$ cat config.mk
export PLATFORM = sky130hd
export DESIGN_NAME = krnl_vadd_rtl_ctrl_seq
export DESIGN_NICKNAME = d
export VERILOG_FILES = /design/src/rtl/krnl_vadd_rtl_ctrl_seq.sv
export SDC_FILE = /design/constraint.sdc
export NUM_CORES = 1
export LEC_CHECK = 0
export CORE_AREA = 5 5 293 295
export DETAILED_ROUTE_END_ITERATION = 6
export DIE_AREA = 0 0 298 300
export DONT_BUFFER_PORTS = 1
export GPL_TIMING_DRIVEN = 0
export HOLD_SLACK_MARGIN = 0.02
export SKIP_CTS_REPAIR_TIMING = 1
export SYNTH_ARGS = -nofsm -noshare
export SYNTH_HDL_FRONTEND = slang
export SYNTH_SLANG_ARGS = --single-unit
$ cat constraint.sdc
create_clock -name aclk -period 20.9 [get_ports aclk]
set_input_delay 4.18 -clock aclk [delete_from_list [all_inputs] [get_ports aclk]]
set_output_delay 4.18 -clock aclk [all_outputs]
set_load 0.01 [all_outputs]
$ cat src/rtl/krnl_vadd_rtl_ctrl_seq.sv
// Kernel sequencer: turns a level ap_start into one launch of all masters and reports ap_idle/ap_done.
// ap_start to start pulses is 1 cycle and last done to ap_done is 1 cycle; there is no backpressure, and done pulses outside a run are ignored.
module krnl_vadd_rtl_ctrl_seq #(
    parameter int C_NUM_RD     = 4,
    parameter int C_ADDR_WIDTH = 64,
    parameter int C_LEN_WIDTH  = 32
) (
    input  logic                             aclk,
    input  logic                             areset,
    input  logic                             ap_start,
    output logic                             ap_idle,
    output logic                             ap_done,
    input  logic [C_NUM_RD*C_ADDR_WIDTH-1:0] rd_ptr,
    input  logic [C_ADDR_WIDTH-1:0]          wr_ptr,
    input  logic [C_LEN_WIDTH-1:0]           xfer_bytes,
    output logic [C_NUM_RD-1:0]              rd_start,
    output logic [C_NUM_RD*C_ADDR_WIDTH-1:0] rd_addr,
    input  logic [C_NUM_RD-1:0]              rd_done,
    output logic                             wr_start,
    output logic [C_ADDR_WIDTH-1:0]          wr_addr,
    input  logic                             wr_done,
    output logic [C_LEN_WIDTH-1:0]           xfer_len,
    output logic [31:0]                      busy_cycles
);

    typedef enum logic [1:0] {
        S_IDLE   = 2'd0,
        S_LAUNCH = 2'd1,
        S_BUSY   = 2'd2,
        S_DONE   = 2'd3
    } state_t;

    state_t              state;
    state_t              state_nxt;
    logic [C_NUM_RD-1:0] rd_flag;
    logic                wr_flag;
    logic [C_NUM_RD-1:0] rd_seen;
    logic                wr_seen;
    logic                all_seen;
    logic                sampling;
    logic                accept;

    assign sampling = (state == S_LAUNCH) || (state == S_BUSY);
    assign accept   = (state == S_IDLE) && ap_start;
    // A done pulse arriving this cycle counts as already set, so simultaneous finishes complete at once.
    assign rd_seen  = rd_flag | rd_done;
    assign wr_seen  = wr_flag | wr_done;
    assign all_seen = (&rd_seen) & wr_seen;

    always_ff @(posedge aclk or posedge areset) begin
        if (areset) begin
            state <= S_IDLE;
        end else begin
            state <= state_nxt;
        end
    end

    always_comb begin
        state_nxt = state;
        case (state)
            S_IDLE: begin
                if (ap_start) begin
                    state_nxt = (xfer_bytes == '0) ? S_DONE : S_LAUNCH;
                end
            end
            S_LAUNCH, S_BUSY: begin
                state_nxt = all_seen ? S_DONE : S_BUSY;
            end
            S_DONE: begin
                state_nxt = S_IDLE;
            end
            default: begin
                state_nxt = S_IDLE;
            end
        endcase
    end

    always_comb begin
        ap_idle  = (state == S_IDLE);
        ap_done  = (state == S_DONE);
        rd_start = {C_NUM_RD{state == S_LAUNCH}};
        wr_start = (state == S_LAUNCH);
    end

    always_ff @(posedge aclk or posedge areset) begin
        if (areset) begin
            rd_addr     <= '0;
            wr_addr     <= '0;
            xfer_len    <= '0;
            rd_flag     <= '0;
            wr_flag     <= 1'b0;
            busy_cycles <= '0;
        end else if (accept) begin
            rd_addr     <= rd_ptr;
            wr_addr     <= wr_ptr;
            xfer_len    <= xfer_bytes;
            rd_flag     <= '0;
            wr_flag     <= 1'b0;
            busy_cycles <= '0;
        end else if (sampling) begin
            rd_flag <= rd_seen;
            wr_flag <= wr_seen;
            if (busy_cycles != 32'hFFFF_FFFF) begin
                busy_cycles <= busy_cycles + 32'd1;
            end
        end
    end

endmodule

==> impl_metrics.toml, run 1 <==
[clocking]
cts_root_buffer = "clkbuf_16"
cts_num_sinks = 391
cts.path.max_buffers = 3
h-tree-depth = 2
clk_pin_slew_worst_paths_ps = 60
clkLatencyLatePin_ps = 550
numCtsBuffers = 43
cts_tree = "built"

[synthesis]
synthArstFlopShare_pct = 100.0
synthesis.area_um2 = 15330
ys.flop_type = "dfrtp_1"
synthAdderAreaFrac_pct = 0.3264
synth.distinct_cells = 40
synth-xor-area-share_pct = 0.6855
netlist.area_leader.share_pct = 63.82
synth_enable_flop_cells = 0
syn_nets = 2106
synth-compound-area-share_pct = 2.383
synth-seq-cells = 391
avgSynthCellArea_um2 = 8.801
synth_top_family_by_area = "simple AND/OR/NAND/NOR gates"
synth_simple_gate_area_share_pct = 29.83
ys.warnings.count = 0
ys_seq_area_share_pct = 63.82
ys_top_cells_by_area = "dfrtp_1, nand2_1, clkbuf_1, nor2_1, xnor2_1"
yosysTopAreaCell = "dfrtp_1"
synth_mux_area_share_pct = 0.1959
postSynthCellCount = 1742

[sta]
drv_slew = 0
fin_skew_ps = 7.362
slew_headroom_pct = 26.84
hold_violations = 0
rsz0062_at_grt = "false"
fin_setup_tns_ps = 0
tightest_slew_ps = 1097
period_share_pct = 32.50
finalSetupViolCount = 0
fin_crit_ps = 6791
clock.fmax_mhz = 147.2

[floorplan]
rows = 106
start_util_pct = 18.50
io_pins = 751
die_w_um = 298
fp.coreArea_um2 = 82890
die_area_um2 = 89400
die_h_um = 300

[critical_path]
path_max_fanout = 10
slowest_delay_ps = 870
cp-start-kind = "primary input"
crit_type = "in2reg"
arrival_ps = 7280
endpoint_kind = "flip-flop"
cp_data_required_time_ps = 21390
crit_path_frequent_cell = "clkbuf_1"
slowest_stage = "clkbuf_1"
path_cells = "and2_1 -> clkbuf_1 -> clkbuf_1 -> clkbuf_1 -> clkbuf_1 -> nand2_1 -> nand2_1"

[pwr]
p_leak_uw = 0.009168
pwr-share-seq_pct = 52.5
p_sw_uw = 1181
irDropWorstVdd_mv = 0.06988
power_density_nw_per_um2 = 160.0
p_int_uw = 1725
swShare_pct = 40.63
p_comb_share_pct = 21.5
pwr-share-clk_pct = 26.0

[min_path]
hold_path.class = "reg2reg"

[grt]
antenna_found_initial = 6
gr-usage-met3_pct = 5.408
grt_busiest_layer = "met2"
track_usage_pct = 12.16
grt_use_met1_pct = 13.37
grt-ovfl-total = 0
grt_pass1_wl_mm = 83.42
grt_max_degree = 119
grt_pass1_vias = 12222
gr-usage-met2_pct = 20.98

[layout]
final_common_cell = "nand2_1"
drive_above_1_share_pct = 4.673
layout_common_cells = "nand2_1, dfrtp_1, clkbuf_1"
fillers = 9087
area_growth_syn_to_layout_pct = 18.46
final_util_pct = 21.91
num-nets-final = 2154

[flow_run]
max-cap-violations = 0

[detailed_routing]
num_vias = 11974
first_iter_violations = 858
ant_nets = 0
route.detailed.drc = 0
via_per_inst = 4.123
drt-pass1-iter-count = 7
wl_per_cell_um = 19.93
detail_route.wirelength_mm = 57.89

[run_status]
outcome = "finished, final reports clean"

[placement]
port_buffers = 0
routabilityCongestion = 0.9219
dp_hpwl_mm = 45.09
power by group through the flow:
| stage | logic (uW) | registers (uW) | clock network, uW |
|---|---|---|---|
| after floorplan | 456 | 1410 | 0 |
| after global placement | 617 | 1540 | 0 |
| after detailed placement | 647 | 1540 | 0 |
| after CTS | 642 | 1530 | 782 |
| after global routing | 740 | 1560 | 812 |
| final | 625 | 1530 | 755 |
per-layer routing:
layer / up-vias / share of wire, %
met5: - / 0.029
met3: 106 / 11
met4: 2 / 3.2
li1: 5499 / -
met1: 5773 / 36
met2: 594 / 50
sequential cells by signal (all words and copies together), names as in the netlist:
register,flops
rd_addr,256
wr_addr,64
busy_cycles,32
xfer_len,32
rd_flag,4
state,2
wr_flag,1
worst max-delay path: cells and delay by family:
kind	cells	cell delay, ps
and+or+nand+nor	3	470
buffers and inverters	4	2600
worst paths after layout:
path	start	endpoint	slack, ps	cells after the start
setup / recovery	ap_start	rd_addr[104]$_DFFE_PP0P_	14110	7
max in group asynchronous	areset	rd_addr[246]$_DFFE_PP0P_	15880	3
min in group asynchronous	areset	rd_addr[73]$_DFFE_PP0P_	3500	1
setup reg to reg	state[0]$_DFFE_PP0P_	rd_addr[104]$_DFFE_PP0P_	16700	9
hold reg to reg	wr_flag$_DFFE_PP0P_	wr_flag$_DFFE_PP0P_	500	2
hold / removal	wr_flag$_DFFE_PP0P_	wr_flag$_DFFE_PP0P_	500	2
cell families after synthesis:
| kind of cell | count (synthesis) |
|---|---|
| AND/OR/NAND/NOR | 1174 |
| XOR/XNOR | 12 |
| adder cells (fa/ha/maj) | 4 |
| buffers and inverters | 104 |
| flip-flops | 391 |
| AO/OA/AOI/OAI | 54 |
| multiplexers | 3 |
final cells by class:
type	instances	area (um2)	area share, %
Timing Repair Buffer	3	82.58	0.4547
Clock inverter	18	167.7	0.9231
Sequential cell	391	9784	53.87
Antenna cell	5	12.51	0.06889
Clock buffer	56	1207	6.648
Multi-Input combinational cell	1247	5124	28.21
Inverter	6	30.03	0.1653
Buffer	98	402.9	2.218
Tap cell	1080	1351	7.440
cell usage after synthesis (all sizes together) (6+ instances only):
master and n:
a21oi 15, and3 11, buf 16, clkbuf 82, dfrtp 391, inv 6, nand2 1078, nand3 9
nand4 12, nor2 32, nor4 7, o21ai 11, xnor2 10
per-stage QoR:
stage	hold slack (ps)	setup slack [ps]	cells	instance area (um2)	total power, uW
2_1_floorplan	463.3	5851	1742	15330	1867
6_report	496.1	14110	2904	18160	2906
3_5_place_dp	483.5	13170	2825	16770	2184
3_3_place_gp	479.2	1167	2822	16680	2157
5_1_grt	518.0	13700	2903	18160	3108
4_1_cts	498.3	13780	2899	18150	2958
Note: power is estimated with default switching activity, not from simulation.
==> inputs of run 2 (changes only) <==
Clock period 20.9 ns to 6 ns, I/O delays scaled along.
==> run 2 against run 1 <==
  * The run now ends with DRC left
  * Wire length about the same
  * Worst hold slack worse by 2.8 ps
  * Cell area increased by 1.3%
  * Non-clock buffer count increased by 8
  * First-iteration DRC count increased by 11%
  * Critical path depth rose by 2
  * Die area stayed put
==> impl_metrics.toml, run 2 (same netlist as run 1, synthesis figures left out) <==
[placement]
placed_area_um2 = 16920
preCtsSetupSlack_ps = 775.0
routabilityCongestion = 0.9141
port_buffers = 0
dp_hpwl_mm = 45.44

[detailed_routing]
route.detailed.drc = 7
detail_route.wirelength_mm = 57.93
via_per_inst = 4.100
wl_per_cell_um = 19.90
drt-pass1-iter-count = 7
ant_nets = 0
first_iter_violations = 956
num_vias = 11934

[grt]
grt-ovfl-total = 0
grt_busiest_layer = "met2"
grt_pass1_vias = 12395
grt_use_met1_pct = 13.86
gr-usage-met3_pct = 5.430
grt_max_degree = 43
antenna_found_initial = 8
grt_pass1_wl_mm = 84.18
gr-usage-met2_pct = 20.89
track_usage_pct = 12.37

[clocking]
numCtsBuffers = 44
h-tree-depth = 2
clkLatencyLatePin_ps = 550
cts_root_buffer = "clkbuf_16"
clk_pin_slew_worst_paths_ps = 60
cts_tree = "built"
cts_num_sinks = 391
cts.path.max_buffers = 3

[sta]
hold_ws_ps = 493.4
fin_crit_ps = 4626
hold_violations = 0
tightest_slew_ps = 1179
period_share_pct = 77.10
drv_slew = 0
fin_ws_ps = 1374
fin_skew_ps = 10.62
slew_headroom_pct = 21.43
rsz0062_at_grt = "false"
clock.fmax_mhz = 216.2
finalSetupViolCount = 0

[layout]
area_growth_syn_to_layout_pct = 19.99
num-nets-final = 2163
reg_top3 = "rd_addr x256, wr_addr x64"
largest_register_ffs = 256
top_register = "rd_addr"
final_area_um2 = 18400
drive_above_1_share_pct = 5.252
final_common_cell = "nand2_1"
layout_common_cells = "nand2_1, dfrtp_1, clkbuf_1"

[floorplan]
fp.coreArea_um2 = 82890
die_area_um2 = 89400
die_h_um = 300
start_util_pct = 18.50
rows = 106
io_pins = 751
die_w_um = 298

[critical_path]
path_max_fanout = 10
crit_type = "reg2reg"
slowest_stage = "clkbuf_1"
cp_data_required_time_ps = 6480
arrival_ps = 5110
endpoint_kind = "flip-flop"
rr_worst_depth = 9
path_cells = "inv_1 -> ha_1 -> and2_1 -> clkbuf_1 -> clkbuf_1 -> clkbuf_1 -> clkbuf_1 -> nand2_1 -> nand2_1"
cp-start-kind = "flip-flop"
crit_cells = 9
slowest_delay_ps = 930
cp.buffers_inverters = 5
crit_path_frequent_cell = "clkbuf_1"
path_delay_family = "buffers and inverters"

[run_status]
violations = "DRC"
outcome = "finished, violations left"

[pwr]
p_leak_uw = 0.009275
irDropWorstVdd_mv = 0.2335
power_density_nw_per_um2 = 559.3
power_uw = 10290

[flow_run]
max-cap-violations = 0

[min_path]
hold_path.class = "reg2reg"
whs_path_depth = 2
[run 2: changes by cell type in the layout (fill, tap and decap cells not counted), moves of 2 or more]
cell / delta
buf_16: -2
diode_2: -2
buf_12: +10
clkbuf_1: -2
clkinv_2: -7
clkbuf_8: +10
[run 2: layout make-up]
class / instances / area, um2
timing repair buffer: 11 / 227.7
inverter: 6 / 26.28
antenna: 3 / 7.507
clock inverter: 12 / 141.4
buffer: 98 / 401.6
clock buffer: 63 / 1334
multi-input combinational: 1247 / 5124
fill: 9026 / 64490
sequential: 391 / 9784
tap: 1080 / 1351
[run 2: through the flow]
stage	utilization (%)	TNS (ps)	instances
3_5_place_dp	20.41	0	2833
6_report	22.19	0	2911
5_1_grt	22.19	0	2910
2_1_floorplan	-	-179810	1742
4_1_cts	22.19	0	2908
3_3_place_gp	20.13	-1076660	2822
[run 2: per-layer routing]
| layer | routed length, um | vias to the layer above |
|---|---|---|
| met4 | 2104 | 6 |
| met5 | 41 | - |
| li1 | - | 5505 |
| met1 | 21180 | 5775 |
| met3 | 6125 | 98 |
| met2 | 28470 | 550 |
[run 2: path summary, 6_finish.rpt]
path / start / to / slack, ps
min in group asynchronous: areset / rd_addr[117]$_DFFE_PP0P_ / 610
setup reg to reg: state[0]$_DFFE_PP0P_ / rd_addr[34]$_DFFE_PP0P_ / 1370
setup / recovery: state[0]$_DFFE_PP0P_ / rd_addr[34]$_DFFE_PP0P_ / 1370
hold reg to reg: rd_flag[3]$_DFFE_PP0P_ / rd_flag[3]$_DFFE_PP0P_ / 490
hold / removal: rd_flag[3]$_DFFE_PP0P_ / rd_flag[3]$_DFFE_PP0P_ / 490
max in group asynchronous: areset / rd_addr[255]$_DFFE_PP0P_ / 3630
[run 2: power breakdown]
part | total [uW] | switching [uW] | internal, uW
registers | 5340 | 1560 | 3780
clock network | 2750 | 1090 | 1660
logic | 2200 | 1490 | 707
total | 10300 | 4140 | 6150
[run 2: worst min-delay path, delay by kind of cell (launching register included)]
| kind | cells | cell delay, ps |
|---|---|---|
| AOI/OAI and AO/OA | 1 | 40 |
| DFF | 1 | 340 |
| and+or+nand+nor | 1 | 70 |
==> inputs of run 3 (changes only) <==
Clock period 6 ns to 3.9 ns, I/O delays scaled along.
==> run 3 against run 2 <==
  * The run still ends with DRC left
  * Clock power increased by 54%
  * Die area unchanged
  * Cell count about the same
  * Count of clock-buffer cells in the layout unchanged
  * Worst setup slack got worse by 750 ps
  * Via count decreased by 0.23%
  * Critical endpoint unchanged
==> impl_metrics.toml, run 3 (same netlist as run 1, synthesis figures left out) <==
[placement]
routabilityCongestion = 0.9141
place_inst = 2833
dp_hpwl_mm = 45.44
placed_area_um2 = 16920
port_buffers = 0

[floorplan]
fp.coreArea_um2 = 82890
rows = 106
die_area_um2 = 89400
die_w_um = 298
die_h_um = 300
start_util_pct = 18.50
io_pins = 751

[clocking]
cts_root_buffer = "clkbuf_16"
cts_tree = "built"
cts.path.max_buffers = 3
cts_num_sinks = 391
h-tree-depth = 2
clk_pin_slew_worst_paths_ps = 60
numCtsBuffers = 44
clkLatencyLatePin_ps = 550

[run_status]
violations = "DRC"
outcome = "finished, violations left"

[pwr]
p_leak_uw = 0.009285
power_density_nw_per_um2 = 860.3
irDropWorstVdd_mv = 0.3610

[layout]
top_register = "rd_addr"
finalNonFillerCells = 2910
drive_above_1_share_pct = 5.473
multi_input_area_um2 = 5125
seqCellArea_um2 = 9784
layout_common_cells = "nand2_1, dfrtp_1, clkbuf_1"
reg_top3 = "rd_addr x256, wr_addr x64"
fillers = 9024
final_area_um2 = 18400
final_util_pct = 22.20
largest_register_ffs = 256
area_growth_syn_to_layout_pct = 20.00
final_common_cell = "nand2_1"
num-nets-final = 2162

[grt]
track_usage_pct = 12.37
grt_max_degree = 43
antenna_found_initial = 8
grt_pass1_wl_mm = 84.18
grt_pass1_vias = 12395
grt-ovfl-total = 0

[sta]
clock.fmax_mhz = 305.7
period_share_pct = 83.89
fin_setup_tns_ps = 0
fin_skew_ps = 9.794
rsz0062_at_grt = "false"
finalSetupViolCount = 0
tightest_slew_ps = 1081
drv_slew = 0
slew_headroom_pct = 27.94
fin_crit_ps = 3272
hold_violations = 0
hold_ws_ps = 192.5

[detailed_routing]
first_iter_violations = 909
wl_per_cell_um = 19.90
drt-pass1-iter-count = 7
num_vias = 11907
ant_nets = 0
route.detailed.drc = 5
detail_route.wirelength_mm = 57.92
via_per_inst = 4.092

[critical_path]
reg2reg_from = "state[0]$_DFFE_PP0P_"
rr_worst_depth = 8
path_max_fanout = 10
arrival_ps = 3760
crit_type = "reg2reg"
endpoint_kind = "flip-flop"
cp_data_required_time_ps = 4380
crit_start = "state[0]$_DFFE_PP0P_"
cp-start-kind = "flip-flop"

[flow_run]
max-cap-violations = 0

[min_path]
hold_path.class = "in2async"
==> run 3: metal layers <==
layer,routed length (um),GRT usage [%],vias to the layer above
met2,28410,20.89,548
met3,6196,5.430,98
met1,21150,13.86,5759
met4,2121,4.622,6
li1,-,-,5496
met5,41,0,-
==> run 3: cell type report <==
| cell class | count | share of cell area [%] |
|---|---|---|
| Clock buffer | 63 | 7.249 |
| Timing Repair Buffer | 11 | 1.238 |
| Sequential cell | 391 | 53.18 |
| Inverter | 6 | 0.1428 |
| Multi-Input combinational cell | 1247 | 27.85 |
| Clock inverter | 12 | 0.7684 |
| Antenna cell | 3 | 0.04080 |
| Tap cell | 1080 | 7.344 |
| Buffer | 97 | 2.183 |
==> run 3: critical path: stages, from the launching register on <==
cell and delay, ps:
dfrtp_1 400, inv_1 90, ha_1 460, and2_2 460, clkbuf_2 420, clkbuf_2 530
clkbuf_2 470, nand2_1 250, nand2_1 100
==> run 3: power by group <==
group / total (uW) / internal (uW) / switching, uW
registers: 8210 / 5820 / 2400
clock network: 4240 / 2560 / 1680
logic: 3380 / 1090 / 2290
==> run 3: path summary, 6_finish.rpt <==
| path | end | slack, ps |
|---|---|---|
| worst min register to register | rd_flag[3]$_DFFE_PP0P_ | 490 |
| worst max-delay path | rd_addr[34]$_DFFE_PP0P_ | 630 |
| min in group aclk | wr_addr[44]$_DFFE_PP0P_ | 330 |
| worst min-delay path | rd_addr[117]$_DFFE_PP0P_ | 190 |
| max in group asynchronous | rd_addr[255]$_DFFE_PP0P_ | 1940 |
| worst max register to register | rd_addr[34]$_DFFE_PP0P_ | 630 |
==> run 3: through the flow <==
stage | worst slack [ps] | power, uW
finish | 628.3 | 15830
CTS | -1279 | 16110
global placement | -4564 | 11600
floorplan | -2140 | 10010
detailed placement | -1241 | 11770
global route | 133.9 | 16980
